$ cat src/rtl/demux_sched_pkg.sv
// Shared channel type, channel constants and helpers for the 4-way demux scheduler.
package demux_sched_pkg;

  typedef logic [1:0] chan_t;

  localparam chan_t CH_A = 2'd0;
  localparam chan_t CH_B = 2'd1;
  localparam chan_t CH_C = 2'd2;
  localparam chan_t CH_D = 2'd3;
  localparam int    NCH  = 4;

  function automatic chan_t next_chan(input chan_t c);
    return c + 2'd1;
  endfunction

endpackage

$ cat src/rtl/demux_chan_slot.sv
// One-entry output slot: holds a word until its sink takes it, reads zero when empty.
module demux_chan_slot #(
  parameter int WIDTH = 4
) (
  input  logic             clk,
  input  logic             rst_n,
  input  logic             load,
  input  logic [WIDTH-1:0] wdata,
  input  logic             ready,
  output logic             valid,
  output logic [WIDTH-1:0] data,
  output logic             free
);

  // A slot being drained this cycle can be reloaded in the same cycle.
  assign free = ~valid | ready;

  // NOTE: sequential state uses non-blocking assignments so every register samples pre-edge values.
  always_ff @(posedge clk or negedge rst_n) begin
    if (!rst_n) begin
      valid <= 1'b0;
      data  <= '0;
    end else if (load) begin
      valid <= 1'b1;
      data  <= wdata;
    end else if (valid && ready) begin
      valid <= 1'b0;
      data  <= '0;
    end
  end

endmodule

$ cat src/rtl/demux4_scheduler.sv
// Routes a valid/ready word stream to four one-entry channel slots, round-robin or addressed.
// Optional DEMUX_SKIP_BUSY_EN: round-robin skips a busy slot and takes the next free one.
import demux_sched_pkg::*;

module demux4_scheduler #(
  parameter int WIDTH = 4
) (
  input  logic             clk,
  input  logic             rst_n,
  input  logic             mode,
  input  logic [WIDTH-1:0] in_data,
  input  logic [1:0]       in_dest,
  input  logic             in_valid,
  output logic             in_ready,
  output logic [WIDTH-1:0] out_a,
  output logic [WIDTH-1:0] out_b,
  output logic [WIDTH-1:0] out_c,
  output logic [WIDTH-1:0] out_d,
  output logic [3:0]       out_valid,
  input  logic [3:0]       out_ready,
  output logic [1:0]       rr_ptr
);

  logic [NCH-1:0]   slot_free;
  logic [NCH-1:0]   slot_valid;
  logic [NCH-1:0]   load;
  logic [WIDTH-1:0] slot_data [NCH];
  chan_t            target;
  logic             accept;

  // NOTE: every combinational output gets a default first, so no path can infer a latch.
  always_comb begin
    target = rr_ptr;
    if (mode) begin
      target = in_dest;
    end
`ifdef DEMUX_SKIP_BUSY_EN
    else if (!slot_free[rr_ptr]) begin
      // Scan downward so the nearest free slot after rr_ptr wins.
      for (int i = NCH - 1; i >= 1; i--) begin
        if (slot_free[chan_t'(rr_ptr + chan_t'(i))]) target = chan_t'(rr_ptr + chan_t'(i));
      end
    end
`endif
  end

  assign in_ready = rst_n & slot_free[target];
  assign accept   = in_valid & in_ready;

  for (genvar k = 0; k < NCH; k++) begin : g_slot
    assign load[k] = accept & (target == chan_t'(k));

    demux_chan_slot #(.WIDTH(WIDTH)) u_slot (
      .clk   (clk),
      .rst_n (rst_n),
      .load  (load[k]),
      .wdata (in_data),
      .ready (out_ready[k]),
      .valid (slot_valid[k]),
      .data  (slot_data[k]),
      .free  (slot_free[k])
    );
  end

  always_ff @(posedge clk or negedge rst_n) begin
    if (!rst_n) begin
      rr_ptr <= CH_A;
    end else if (accept && !mode) begin
      rr_ptr <= next_chan(target);
    end
  end

  assign out_valid = slot_valid;
  assign out_a     = slot_data[CH_A];
  assign out_b     = slot_data[CH_B];
  assign out_c     = slot_data[CH_C];
  assign out_d     = slot_data[CH_D];

endmodule

$ cat config.mk
export PLATFORM = sky130hd
export DESIGN_NAME = demux4_scheduler
export DESIGN_NICKNAME = d
export VERILOG_FILES = /design/src/rtl/demux_sched_pkg.sv /design/src/rtl/demux_chan_slot.sv /design/src/rtl/demux4_scheduler.sv
export SDC_FILE = /design/constraint.sdc
export NUM_CORES = 1
export LEC_CHECK = 0
export ABC_CLOCK_PERIOD_IN_PS = 3200
export CAP_MARGIN = 20
export CORE_MARGIN = 3
export CORE_UTILIZATION = 45
export CTS_CLUSTER_DIAMETER = 120
export DETAILED_ROUTE_END_ITERATION = 8
export PLACE_DENSITY = 0.77
export SLEW_MARGIN = 15
export SYNTH_ARGS = -nofsm -noshare
export SYNTH_HDL_FRONTEND = slang
export SYNTH_HIERARCHICAL = 1
export SYNTH_SLANG_ARGS = --single-unit
$ cat constraint.sdc
create_clock -name clk -period 3.2 [get_ports clk]
set_input_delay 0.48 -clock clk [delete_from_list [all_inputs] [get_ports clk]]
set_output_delay 0.48 -clock clk [all_outputs]
set_load 0.03 [all_outputs]
==> results.tsv, run 1 <==
metric	value	unit
PwrDens	902	nW/µm²
DRT iter0 DRCs	18	
GRT Total Usage	17.5	%
final setup fails	0	
Cell variety after synth	24	
Post-synth EDFFs	0	
Max Clock Freq	326	MHz
MaxCap Viol Count	0	
area occupied by multi-input gates	553	µm²
register area	551	µm²
register area share after synthesis	48.9	%
GPL Wtd Cong	0.848	
outcome	completed	
DR WL/cell	15.5	µm
clock slew at reported path FFs	0.13	ns
Worst setup EP type	primary output	
number of antenna diodes	0	
hold_ws	0.582	ns
Skew-Pair Late Insertion Delay	0.31	ns
CTS H-tree lvls	1	
Period Utilization, post-route	95.7	%
routed via count	885	
vias in the first global route	887	
Setup CP Type	input port to primary output	
NumNets Final	159	
# rows	17	
setup bufs post-CTS	0	
leak pwr	0.718	nW
crit path DAT	2.58	ns
RSZ-0062 raised after global routing	false	
layout cells sized above 1	10.0	%
Bufs on Longest Clock Path	2	
post-CTS resize count	0	
root buffer cell	clkbuf_4	
Worst-Margin Slew	0.292	ns
clock sinks	22	
Die X	56.0	µm
Fillers	193	
Req. time, crit path	2.72	ns
Syn Nets	118	
Sum Neg Setup Slack	0	ns
Fin. Hold Viols	0	
Core ar.	2300	µm²
antenna violations before repair	0	
num ports	37	
hpwl dp	1990	µm
Synth Instances	100	
die area	3140	µm²
#FFs+latches synth	22	
vias per std cell	5.27	
I/O Buffers	36	
Synth Warn #	6	
post-route ant nets	0	
ys flop type	dfrtp_1	
total CTS buffers	3	
Placed Instances	164	
# DRC	0	
Syn Area/Cell	11.3	µm²
first-pass GRT wire length	4300	µm
synthesis-to-layout area growth	39.4	%
Slew headroom	80.0	%
Setup Skew	0.00354	ns
final wirelength	2610	µm
Async SR Flop Fraction	100	%
Synth Cell Area	1130	µm²
Final Util	68.4	%
Starting Density	49.0	%
Final min period	3.06	ns
Hold Path Class	input port to asynchronous set/reset pin	
die height	56.0	µm
largest net degree at the start of global routing	24	
TritonCTS clock tree	done	
Non-Filler Instances	168	
Pre-antenna DRT Iters	4	
Slew Viols, Final	0	
CP startpoint kind	input port	
maximum fanout along the worst path	7	
Post-CTS Hold Buffers	0	
peak supply drop	499	µV
gr ovfl total	0	
[layout by cell type, fill, tap and decap left out, drive strengths merged, types with 2 or more instances in the layout]
cell	n
a22o	16
and2	5
clkbuf	3
clkdlybuf4s50	36
dfrtp	22
ha	4
inv	3
mux2i	2
nand2	6
nand2b	10
nor2	4
nor2b	16
o21ai	3
[report_power, final]
part           total [mW]  switching, mW  internal (mW)
clock               0.214         0.0873          0.127
sequential          0.455         0.0687          0.386
combinational       0.748          0.395          0.353
[path summary, 6_finish.rpt]
path / slack (ns) / from / end / cells past startpoint
worst min register to register: 0.58 / g_slot[3].u_slot/valid / g_slot[3].u_slot/valid / 2
worst max register to register: 1.25 / g_slot[1].u_slot/valid / g_slot[1].u_slot/data[3] / 8
worst min-delay path: 0.58 / rst_n / g_slot[1].u_slot/valid / 2
min in group clk: 0.58 / g_slot[3].u_slot/valid / g_slot[3].u_slot/valid / 2
max in group asynchronous: 2.39 / rst_n / g_slot[0].u_slot/data[1] / 2
worst max-delay path: 0.14 / mode / in_ready / 6
[synth_stat cells (2+ instances only)]
cell | number | area share, %
nor2_1 | 3 | 1.0
o21ai_0 | 2 | 0.89
nor2b_1 | 16 | 8.9
dfrtp_1 | 22 | 49
nand2_1 | 6 | 2.0
nand2b_1 | 10 | 5.6
ha_1 | 4 | 4.4
a22o_1 | 16 | 12
inv_1 | 2 | 0.67
and2_1 | 5 | 2.8
[routing by layer]
| layer | part of all wire [%] | vias to the layer above | GRT usage, % |
|---|---|---|---|
| li1 | - | 431 | - |
| met1 | 45 | 428 | 23.4 |
| met2 | 49 | 26 | 29.0 |
| met3 | 5.9 | 0 | 3.25 |
| met4 | 0 | 0 | 4.07 |
| met5 | 0 | - | 0 |
[cell families after synthesis]
family | after synthesis | share of synthesized area [%]
xor+xnor | 1 | 0.778
fa+ha+maj | 4 | 4.44
mux | 3 | 3.44
buf+inv | 4 | 2.00
simple gates | 43 | 22.8
flops | 22 | 48.9
compound gates | 23 | 17.7
[metrics by stage]
step	setup slack [ns]	total power, mW	area [µm²]
floorplan	1.33	0.906	1130
global placement	0.223	1.20	1520
detailed placement	0.180	1.21	1520
CTS	0.146	1.43	1570
global route	0.0653	1.50	1570
finish	0.137	1.42	1570
[critical path, stage by stage]
cell and delay, ns:
clkdlybuf4s50_1 0.66, mux2i_2 0.37, nor2_1 0.11, o21ai_0 0.15
and2_1 0.15, clkdlybuf4s50_1 0.67
[state kept, by name (all words and copies together), names as in the netlist]
| register | cells |
|---|---|
| g_slot.u_slot/data | 16 |
| g_slot.u_slot/valid | 4 |
| rr_ptr | 2 |
[final cells by class]
class,instances,area share [%]
inverters,3,0.717
multi-input cells,74,35.2
clock buffers,3,1.43
well taps,28,2.23
clock inverters,1,1.91
repair buffers,37,23.4
flip-flops and latches,22,35.1
(Power assumes the default switching activity.)
==> run 2: changes to the inputs <==
--- a/config.mk
+++ b/config.mk
@@ -17,3 +17,4 @@
 export SYNTH_HDL_FRONTEND = slang
 export SYNTH_HIERARCHICAL = 1
 export SYNTH_SLANG_ARGS = --single-unit
+export TNS_END_PERCENT = 20
==> results of run 2 <==
Same layout as run 1: the final DEF is identical, and so are final timing and power.
